$ cat src/rtl/axi_counter_bank.sv
// Bank of independent up/down counters with multi-unit steps, wrap or saturate
// behaviour, registered zero/max/threshold flags and a sticky wrap/clamp event.

module axi_counter_bank_ch #(
   parameter int                 C_WIDTH      = 8,
   parameter int                 C_STEP_WIDTH = 4,
   parameter bit                 C_SATURATE   = 1'b0,
   parameter logic [C_WIDTH-1:0] C_INIT       = '0
) (
   input  logic                    clk,
   input  logic                    rst,
   input  logic                    clken,
   input  logic                    load,
   input  logic [C_WIDTH-1:0]      load_value,
   input  logic                    incr,
   input  logic [C_STEP_WIDTH-1:0] incr_step,
   input  logic                    decr,
   input  logic [C_STEP_WIDTH-1:0] decr_step,
   input  logic [C_WIDTH-1:0]      threshold,
   input  logic                    clear_event,
   output logic [C_WIDTH-1:0]      count,
   output logic                    is_zero,
   output logic                    is_max,
   output logic                    at_threshold,
   output logic                    event_flag
);
   localparam int SW = C_WIDTH + 2;

   logic [SW-1:0]      inc_ext, dec_ext, sum;
   logic               ovf, unf;
   logic [C_WIDTH-1:0] step_cnt, nxt_cnt;

   // Two guard bits: bit C_WIDTH flags overflow, the sign bit flags underflow.
   assign inc_ext = incr ? SW'(incr_step) : '0;
   assign dec_ext = decr ? SW'(decr_step) : '0;
   assign sum     = {2'b00, count} + inc_ext - dec_ext;
   assign unf     = sum[SW-1];
   assign ovf     = ~sum[SW-1] & sum[C_WIDTH];

   always_comb begin
      step_cnt = sum[C_WIDTH-1:0];
      if (C_SATURATE) begin
         if (ovf)      step_cnt = '1;
         else if (unf) step_cnt = '0;
      end
   end

   assign nxt_cnt = load ? load_value : step_cnt;

   always_ff @(posedge clk) begin
      if (rst) begin
         count        <= C_INIT;
         is_zero      <= (C_INIT == '0);
         is_max       <= (C_INIT == '1);
         at_threshold <= 1'b0;
         event_flag   <= 1'b0;
      end else if (clken) begin
         count        <= nxt_cnt;
         is_zero      <= (nxt_cnt == '0);
         is_max       <= (nxt_cnt == '1);
         at_threshold <= (nxt_cnt >= threshold);
         // A wrap/clamp in the same cycle beats a clear request.
         if (load)             event_flag <= 1'b0;
         else if (ovf || unf)  event_flag <= 1'b1;
         else if (clear_event) event_flag <= 1'b0;
      end
   end
endmodule

module axi_counter_bank #(
   parameter int                 C_NUM_CH     = 4,
   parameter int                 C_WIDTH      = 8,
   parameter int                 C_STEP_WIDTH = 4,
   parameter bit                 C_SATURATE   = 1'b0,
   parameter logic [C_WIDTH-1:0] C_INIT       = '0
) (
   input  logic                             clk,
   input  logic                             rst,
   input  logic                             clken,
   input  logic [C_NUM_CH-1:0]              load,
   input  logic [C_NUM_CH*C_WIDTH-1:0]      load_value,
   input  logic [C_NUM_CH-1:0]              incr,
   input  logic [C_NUM_CH*C_STEP_WIDTH-1:0] incr_step,
   input  logic [C_NUM_CH-1:0]              decr,
   input  logic [C_NUM_CH*C_STEP_WIDTH-1:0] decr_step,
   input  logic [C_NUM_CH*C_WIDTH-1:0]      threshold,
   input  logic [C_NUM_CH-1:0]              clear_event,
   output logic [C_NUM_CH*C_WIDTH-1:0]      count,
   output logic [C_NUM_CH-1:0]              is_zero,
   output logic [C_NUM_CH-1:0]              is_max,
   output logic [C_NUM_CH-1:0]              at_threshold,
   output logic [C_NUM_CH-1:0]              event_flag
);
   for (genvar i = 0; i < C_NUM_CH; i++) begin : g_ch
      axi_counter_bank_ch #(
         .C_WIDTH     (C_WIDTH),
         .C_STEP_WIDTH(C_STEP_WIDTH),
         .C_SATURATE  (C_SATURATE),
         .C_INIT      (C_INIT)
      ) u_ch (
         .clk         (clk),
         .rst         (rst),
         .clken       (clken),
         .load        (load[i]),
         .load_value  (load_value[i*C_WIDTH +: C_WIDTH]),
         .incr        (incr[i]),
         .incr_step   (incr_step[i*C_STEP_WIDTH +: C_STEP_WIDTH]),
         .decr        (decr[i]),
         .decr_step   (decr_step[i*C_STEP_WIDTH +: C_STEP_WIDTH]),
         .threshold   (threshold[i*C_WIDTH +: C_WIDTH]),
         .clear_event (clear_event[i]),
         .count       (count[i*C_WIDTH +: C_WIDTH]),
         .is_zero     (is_zero[i]),
         .is_max      (is_max[i]),
         .at_threshold(at_threshold[i]),
         .event_flag  (event_flag[i])
      );
   end
endmodule
$ cat config.mk
export PLATFORM = sky130hd
export DESIGN_NAME = axi_counter_bank
export DESIGN_NICKNAME = d
export VERILOG_FILES = /design/src/rtl/axi_counter_bank.sv
export SDC_FILE = /design/constraint.sdc
export NUM_CORES = 1
export LEC_CHECK = 0
export BUFFER_PORTS_ARGS = -buffer_cell sky130_fd_sc_hd__buf_4
export CORE_AREA = 4 4 122 124
export CTS_BUF_LIST = sky130_fd_sc_hd__clkbuf_8
export CTS_CLUSTER_SIZE = 16
export DETAILED_ROUTE_END_ITERATION = 10
export DIE_AREA = 0 0 126 128
export SLEW_MARGIN = 40
export SYNTH_ARGS = -nofsm -noshare
export SYNTH_HDL_FRONTEND = slang
export SYNTH_SLANG_ARGS = --single-unit
$ cat constraint.sdc
create_clock -name clk -period 4.94 [get_ports clk]
set_input_delay 0.494 -clock clk [delete_from_list [all_inputs] [get_ports clk]]
set_output_delay 0.494 -clock clk [all_outputs]
set_load 0.05 [all_outputs]
; After elaboration in Yosys (flattened, before gate mapping)
; Index checks and enable logic that the tools add are counted.
[word_totals]
elab_cells = 84
output_inout_bits = 48
input_bits = 115
reg_bits = 48
[classes]
bitwise = 8
n_lt_le_gt_ge = 4
eq_ne = 4
n_reduce_logical = 16
mux = 24
add_sub_neg = 8
[ops]
columns = cell, count
row1 = $add 8x10->10, 4
row2 = $sub 10x10->10, 4
row3 = $eq 8x8->1 const B, 4
row4 = $ge 8x8->1, 4
row5 = $logic_not 8->1, 4
row6 = $mux 4, 8
row7 = $mux 8, 4
row8 = $mux 1, 12
row9 = $reduce_bool 3->1, 4
row10 = $reduce_and 2->1, 4
row11 = $and 1x1->1, 4
row12 = $logic_or 1x1->1, 4
row13 = $not 1->1, 4

; Depth between registers and ports, before layout
; Gate-level depths: netlist of the first run.
[depth]
ltp_word = 8
ltp_mapped = 15
mapped_depth_nobuf = 15

; Hierarchy
; A second synthesis of the first run with hierarchy kept.
[hier_totals]
cells_unflattened = 661
area_unflattened_um2 = 5285.1
[by_module_without_submodules]
columns = mod, instances, cells_each, area_per_inst_um2, seq_area_each_um2
row1 = axi_counter_bank_ch at g_ch[2].u_ch, 1, 167, 1333.8, 240.2
row2 = axi_counter_bank_ch at g_ch[1].u_ch, 1, 167, 1320.0, 240.2
row3 = axi_counter_bank_ch at g_ch[0].u_ch, 1, 164, 1318.8, 240.2
row4 = axi_counter_bank_ch at g_ch[3].u_ch, 1, 163, 1312.5, 240.2

; Worst setup path before layout of the first run
; Ideal clock, no wire load.
[synth_timing]
path_kind = reg2reg
start = register g_ch[0].u_ch.count[1]
end = register g_ch[0].u_ch.at_threshold
path_stages_with_launch = 14
required_time_ps = 4806
period_less_slack_ps = 3744
setup_ps = 134
n_path_buf = 0
path_slack_ps = 1196
arrival_ps = 3610
cell_sequence = dfxtp_1 -> inv_1 -> fa_1 -> inv_1 -> ha_1 -> a211oi_1 -> o21ai_0 -> a2111oi_0 -> nand3b_1 -> ha_1 -> a21o_1 -> a31oi_1 -> maj3_2 -> a211oi_2
[synth_between]
elab_chain_len = 4
[synth_rtl]
columns = item, line
row1 = start: declaration, 21  ; output logic [C_WIDTH-1:0] count,
row2 = start signal: assignment, 58  ; count <= nxt_cnt;
row3 = $add 8x10->10, 36  ; assign sum = {2'b00, count} + inc_ext - dec_ext;
row4 = $sub 10x10->10, 36
row5 = $mux 8, 48  ; assign nxt_cnt = load ? load_value : step_cnt;
row6 = named net g_ch[0].u_ch.nxt_cnt[5], 31  ; logic [C_WIDTH-1:0] step_cnt, nxt_cnt;
row7 = $ge 8x8->1, 61  ; at_threshold <= (nxt_cnt >= threshold);
row8 = end signal: assignment, 61
row9 = end: declaration, 24  ; output logic at_threshold,
; The timed path passes the listed nets, and every way through them passes these cells.
; A chain may end at the register's enable or synchronous reset.

; Worst setup path after layout of the first run
[layout_timing]
start = register g_ch[2].u_ch.count[1]
end = register g_ch[2].u_ch.at_threshold
[layout_between]
elab_chain_len = 4
[layout_rtl]
columns = item, line
row1 = start: declaration, 21
row2 = start signal: assignment, 58
row3 = $add 8x10->10, 36
row4 = $sub 10x10->10, 36
row5 = $mux 8, 48
row6 = named net g_ch[2].u_ch.nxt_cnt[5], 31
row7 = $ge 8x8->1, 61
row8 = end signal: assignment, 61
row9 = end: declaration, 24
; The timed path passes the listed nets, and every way through them passes these cells.

==> results.ini, run 1 <==
[cells_and_area]
nNetsFinal = 1027
nFillCells = 1384
n_antenna_cell = 0
drive_above_1_share = 0.224
area_growth_pct = 24.7
instances_no_fill = 1005

[placement]
portBuffers = 162
post-dp-hpwl_um = 12100
dp.cells = 997
gp_congestion = 0.843

[clocking]
clk_path_buf_depth = 2
postCtsHoldBufs = 0
path_clk_slew_ns = 0.10
clk_latency_ns = 0.31
cts_root_buf = clkbuf_8
post_cts_resized = 0
post_cts.repair.setup_buffers = 0
cts_buffers = 5
htreeDepth = 2
cts_tree = built
numClockSinks = 48

[logic_synthesis]
yosys-top-cells-area = dfxtp_1 (18%), ha_1 (17%), inv_1 (7.1%)
synthArstFlopShare = 0
synth_area_leader_cell = dfxtp_1
ys_ff_latch = 48
yosys_warnings = 0
synth_common_cells = inv_1 (102), ha_1 (72), nand2_1 (53)
ys_types = 72
synth.most_common_cell = inv_1
synth_ff_type = dfxtp_1
yosysSeqAreaShare = 0.178
synth_nets = 897
syn_avg_cell_area_um2 = 7.79
netlist.area_leader.share = 0.178
synth_edf_count = 0
syn_area_mm2 = 0.00541
synth_cells = 694

[timing]
skew_ns = 0.00649
rsz0062_at_grt = no
hold_violations = 0
finalSetupViolCount = 0
setup_tns_ns = 0
fmax_mhz = 274
finalMaxSlewViolations = 0
timing.final.crit_share = 0.739
min_period_ns = 3.65
worstMarginPinSlew_ns = 0.795
max_slew_margin = 0.469
timing.hold.ws_ns = 0.476

[critical_path]
cp.arrival_ns = 3.83
r2r_end = g_ch[2].u_ch.at_threshold
startpoint = g_ch[2].u_ch.count[1]
r2r-start = g_ch[2].u_ch.count[1]
reg2reg_slack_ns = 1.29
reg2reg_depth = 14
critPathCaptureType = register
critPathCapture = g_ch[2].u_ch.at_threshold
crit_fanout = 4
required_ns = 5.12
worst_setup_path_start_kind = register
path_class = register to register

[routing]
drcViolationCount = 0
dr.pass1.iters = 4
wl_um = 15200
routedWlPerCell_um = 15.1
via_per_inst = 5.19
drtAntennaViolNets = 0
num_vias = 5215
drt_iter0_drc = 257

[grt]
grt_start_max_net_pins = 62
track_usage = 0.183
grt_pass1_wl_um = 24800
antenna_found_initial = 0
gr-total-overflow = 0
grt_pass1_vias = 5333

[floorplanning]
die-area_mm2 = 0.0161
fp-row-count = 43
core_mm2 = 0.0138
io_pins = 163
die-width_um = 126
initial_core_util = 0.392
die-height_um = 128

[power_and_ir_drop]
p_comb_frac = 0.621
pwr-share-seq = 0.233
p_switching_mw = 0.935
power.density_mw_per_mm2 = 303
p_int_mw = 1.11
power_leakage_nw = 3.33
clkPwrFrac = 0.146
p_sw_frac = 0.458
ir_drop_mv = 0.129

[min_path]
hp-class = register to register

[run]
maxCapViolCount = 0

[outcome]
status = complete, no violations

## worst min-delay path by stage
stage                              from                      end  slack (ns)  depth (start not counted)
global placement    g_ch[3].u_ch.is_max      g_ch[3].u_ch.is_max        0.45                          2
floorplan           g_ch[3].u_ch.is_max      g_ch[3].u_ch.is_max        0.42                          2
CTS                      clear_event[1]  g_ch[1].u_ch.event_flag        0.47                          4
finish              g_ch[0].u_ch.is_max      g_ch[0].u_ch.is_max        0.48                          2
detailed placement  g_ch[0].u_ch.is_max      g_ch[0].u_ch.is_max        0.46                          2
global route        g_ch[0].u_ch.is_max      g_ch[0].u_ch.is_max        0.49                          2
## sequential cells by signal, indices dropped and copies added (netlist names)
register                count
g_ch.u_ch.at_threshold      4
g_ch.u_ch.count            32
g_ch.u_ch.event_flag        4
g_ch.u_ch.is_max            4
g_ch.u_ch.is_zero           4
## cell type report
cell class	count	area (um2)	area share
Inverter	103	387	0.0574
Timing Repair Buffer	163	1220	0.182
Sequential cell	48	961	0.143
Tap cell	180	225	0.0334
Clock buffer	5	68.8	0.0102
Clock inverter	3	38.8	0.00575
Multi-Input combinational cell	503	3840	0.569
## metrics by stage
stage          area [um2]  utilization  total power [mW]  setup WS (ns)
5_1_grt              6740        0.489              2.23          0.951
2_1_floorplan        5410            -              1.43           1.20
4_1_cts              6740        0.489              2.06           1.27
3_5_place_dp         6630        0.482              1.75          0.992
6_report             6740        0.489              2.04           1.29
3_3_place_gp         6630        0.482              1.72           1.06
## power groups by stage
stage | Clock [mW] | Sequential [mW] | Combinational [mW]
floorplan | 0 | 0.579 | 0.851
global placement | 0 | 0.483 | 1.24
detailed placement | 0 | 0.484 | 1.26
CTS | 0.312 | 0.476 | 1.27
global route | 0.320 | 0.482 | 1.42
finish | 0.298 | 0.475 | 1.27
## metal layers
metal / up-vias / global-route usage / routed length (um)
met5: - / 0 / 0
met4: 0 / 0.0372 / 146
met3: 14 / 0.0288 / 850
met2: 134 / 0.320 / 7310
met1: 2393 / 0.241 / 6840
li1: 2674 / - / -
## placed cells by master (no fill, tap or decap), types with 10 or more instances in the layout
| master | count |
|---|---|
| buf_4 | 163 |
| nor2_1 | 50 |
| a211oi_1 | 31 |
| inv_1 | 103 |
| a21oi_1 | 36 |
| xnor2_1 | 10 |
| a21o_1 | 12 |
| nand2_1 | 53 |
| fa_1 | 16 |
| o21ai_0 | 37 |
| ha_1 | 72 |
| nor3_1 | 17 |
| mux2i_1 | 19 |
| and2_1 | 22 |
| dfxtp_1 | 48 |
## cells by family after synthesis
group           synth area share
simple gates               0.188
compound gates             0.222
buf+inv                    0.112
fa+ha+maj                  0.234
flops                      0.178
mux                       0.0419
xor+xnor                  0.0243
## worst max-delay path, stage by stage (launching register included)
cell and delay (ns):
dfxtp_1 0.38, inv_1 0.08, fa_1 0.53, inv_1 0.07
ha_1 0.31, a211oi_1 0.37, o21bai_1 0.12, a21oi_1 0.19
xor2_1 0.08, o21ai_0 0.45, ha_1 0.36, a21o_1 0.17
a31oi_1 0.14, maj3_1 0.20, a211oi_1 0.06
(Power assumes the default switching activity.)
==> inputs of run 2 (changes only) <==
==> constraint.sdc (replaced) <==
create_clock -name clk -period 3.79 [get_ports clk]
set_input_delay 0.379 -clock clk [delete_from_list [all_inputs] [get_ports clk]]
set_output_delay 0.379 -clock clk [all_outputs]
set_load 0.05 [all_outputs]
==> run 2 against run 1 <==
Sequential share of layout area is 0.24 points lower. Flip-flop and latch count is the same. Wire length increased by 0.99%. Hold slack lost 0.10 ns. Global-route usage about the same. Clock skew rose by 0.0040 ns. Sequential power rose by 31%. Register-to-register slack worse by 1.0 ns. Combinational power up 35%. Clock power up 11%. Critical path type unchanged. Largest cell class unchanged.
==> results.ini, run 2 (synthesized netlist as in run 1, its figures left out) <==
[power_and_ir_drop]
power.density_mw_per_mm2 = 390
total_power_mw = 2.67
ir_drop_mv = 0.143
power_leakage_nw = 3.40

[grt]
gr-total-overflow = 0
grt_pass1_wl_um = 24900
use_met1 = 0.244
antenna_found_initial = 0
track_usage = 0.183
top_usage_layer = met2
grt_pass1_vias = 5289
grt_start_max_net_pins = 48
gr-usage-met2 = 0.321
met3_usage = 0.0267

[critical_path]
critPathCaptureType = register
cp_cell_sequence = inv_1 -> fa_1 -> inv_1 -> ha_1 -> a211oi_1 -> o21bai_1 -> a21oi_1 -> xnor2_1 -> a21boi_0 -> inv_1 -> ha_1 -> a21o_1 -> a31oi_1 -> maj3_1 -> a211oi_1
startpoint = g_ch[1].u_ch.count[1]
crit_fanout = 2
path_class = register to register
cpPeakStageDelay_ns = 0.54
required_ns = 4.01
path_common_cell = inv_1
slowest_stage = fa_1
worst_setup_path_start_kind = register
crit_family = adder cells
cp.arrival_ns = 3.72
crit_buf_inv = 3
r2r-start = g_ch[1].u_ch.count[1]

[clocking]
cts_buffers = 5
htreeDepth = 2
path_clk_slew_ns = 0.10
post_cts.repair.setup_buffers = 0
numClockSinks = 48
cts_tree = built
clk_latency_ns = 0.31
cts_root_buf = clkbuf_8
clk_path_buf_depth = 2
post_cts_resized = 0
postCtsHoldBufs = 0

[cells_and_area]
n_antenna_cell = 0
area_growth_pct = 26.9
final_common_cell = buf_4
largest_reg_flops = 32
drive_above_1_share = 0.242
top_register = g_ch.u_ch.count
instances_no_fill = 1022
nNetsFinal = 1044
final_cell_mix = buf_4 (180), inv_1 (102), ha_1 (72)
final_core_util = 0.498

[routing]
drt_iter0_drc = 291
routedWlPerCell_um = 15.0
wl_um = 15300
num_vias = 5358
dr.pass1.iters = 4
via_per_inst = 5.24
drcViolationCount = 0
drtAntennaViolNets = 0

[timing]
rsz0062_at_grt = no
timing.final.crit_share = 0.923
setup_tns_ns = 0
hold_violations = 0
setup_ws_ns = 0.292
min_period_ns = 3.50
finalSetupViolCount = 0
skew_ns = 0.0105
worstMarginPinSlew_ns = 0.584
max_slew_margin = 0.608
fmax_mhz = 286
finalMaxSlewViolations = 0

[placement]
dp.cells = 1014
place_ws_ns = 0.0677
portBuffers = 162
post-dp-hpwl_um = 12500
gp_congestion = 0.837

[floorplanning]
initial_core_util = 0.392
die-area_mm2 = 0.0161
die-width_um = 126
core_mm2 = 0.0138
fp-row-count = 43
io_pins = 163
die-height_um = 128

[run]
maxCapViolCount = 0

[min_path]
hp-class = primary input to register
min_from = clear_event[2]

[outcome]
status = complete, no violations

run 2: changes by cell type in the layout (fill, tap and decap cells not counted), sizes merged:
| cell | previous run | this run |
|---|---|---|
| clkinv | 1 | 2 |
| bufinv | 1 | 0 |
| buf | 163 | 180 |
run 2: report_power, final:
group	total [mW]	switching (mW)	internal, mW
clock network	0.330	0.197	0.133
registers	0.621	0.0574	0.563
logic	1.72	0.983	0.740
total	2.67	1.24	1.44
run 2: path summary, 6_finish.rpt:
kind / to / depth (start not counted) / slack (ns)
worst min register to register: g_ch[3].u_ch.is_max / 2 / 0.45
worst max-delay path: g_ch[1].u_ch.at_threshold / 15 / 0.29
worst max register to register: g_ch[1].u_ch.at_threshold / 15 / 0.29
worst min-delay path: g_ch[2].u_ch.event_flag / 4 / 0.37
run 2: through the flow:
| step | instance area (um2) | hold slack, ns |
|---|---|---|
| finish | 6860 | 0.372 |
| global route | 6860 | 0.376 |
| CTS | 6850 | 0.361 |
| detailed placement | 6760 | 0.434 |
| global placement | 6760 | 0.430 |
| floorplan | 5410 | 0.417 |
run 2: area by class of cell:
cell class / instances / area, um2
Multi-Input combinational cell: 503 / 3840
Clock buffer: 5 / 68.8
Timing Repair Buffer: 180 / 1350
Inverter: 103 / 387
Clock inverter: 3 / 22.5
Sequential cell: 48 / 961
Tap cell: 180 / 225
Fill cell: 1393 / 6920
run 2: layer usage:
layer / vias up / wire (um)
met2: 146 / 7330
li1: 2706 / -
met1: 2498 / 7110
met3: 8 / 746
met5: - / 0
met4: 0 / 121
run 2: tightest hold or removal path: cells and delay by family:
kind,cells,cell delay (ns)
AO/OA/AOI/OAI,2,0.13
buffers and inverters,1,0.08
AND/OR/NAND/NOR,1,0.06
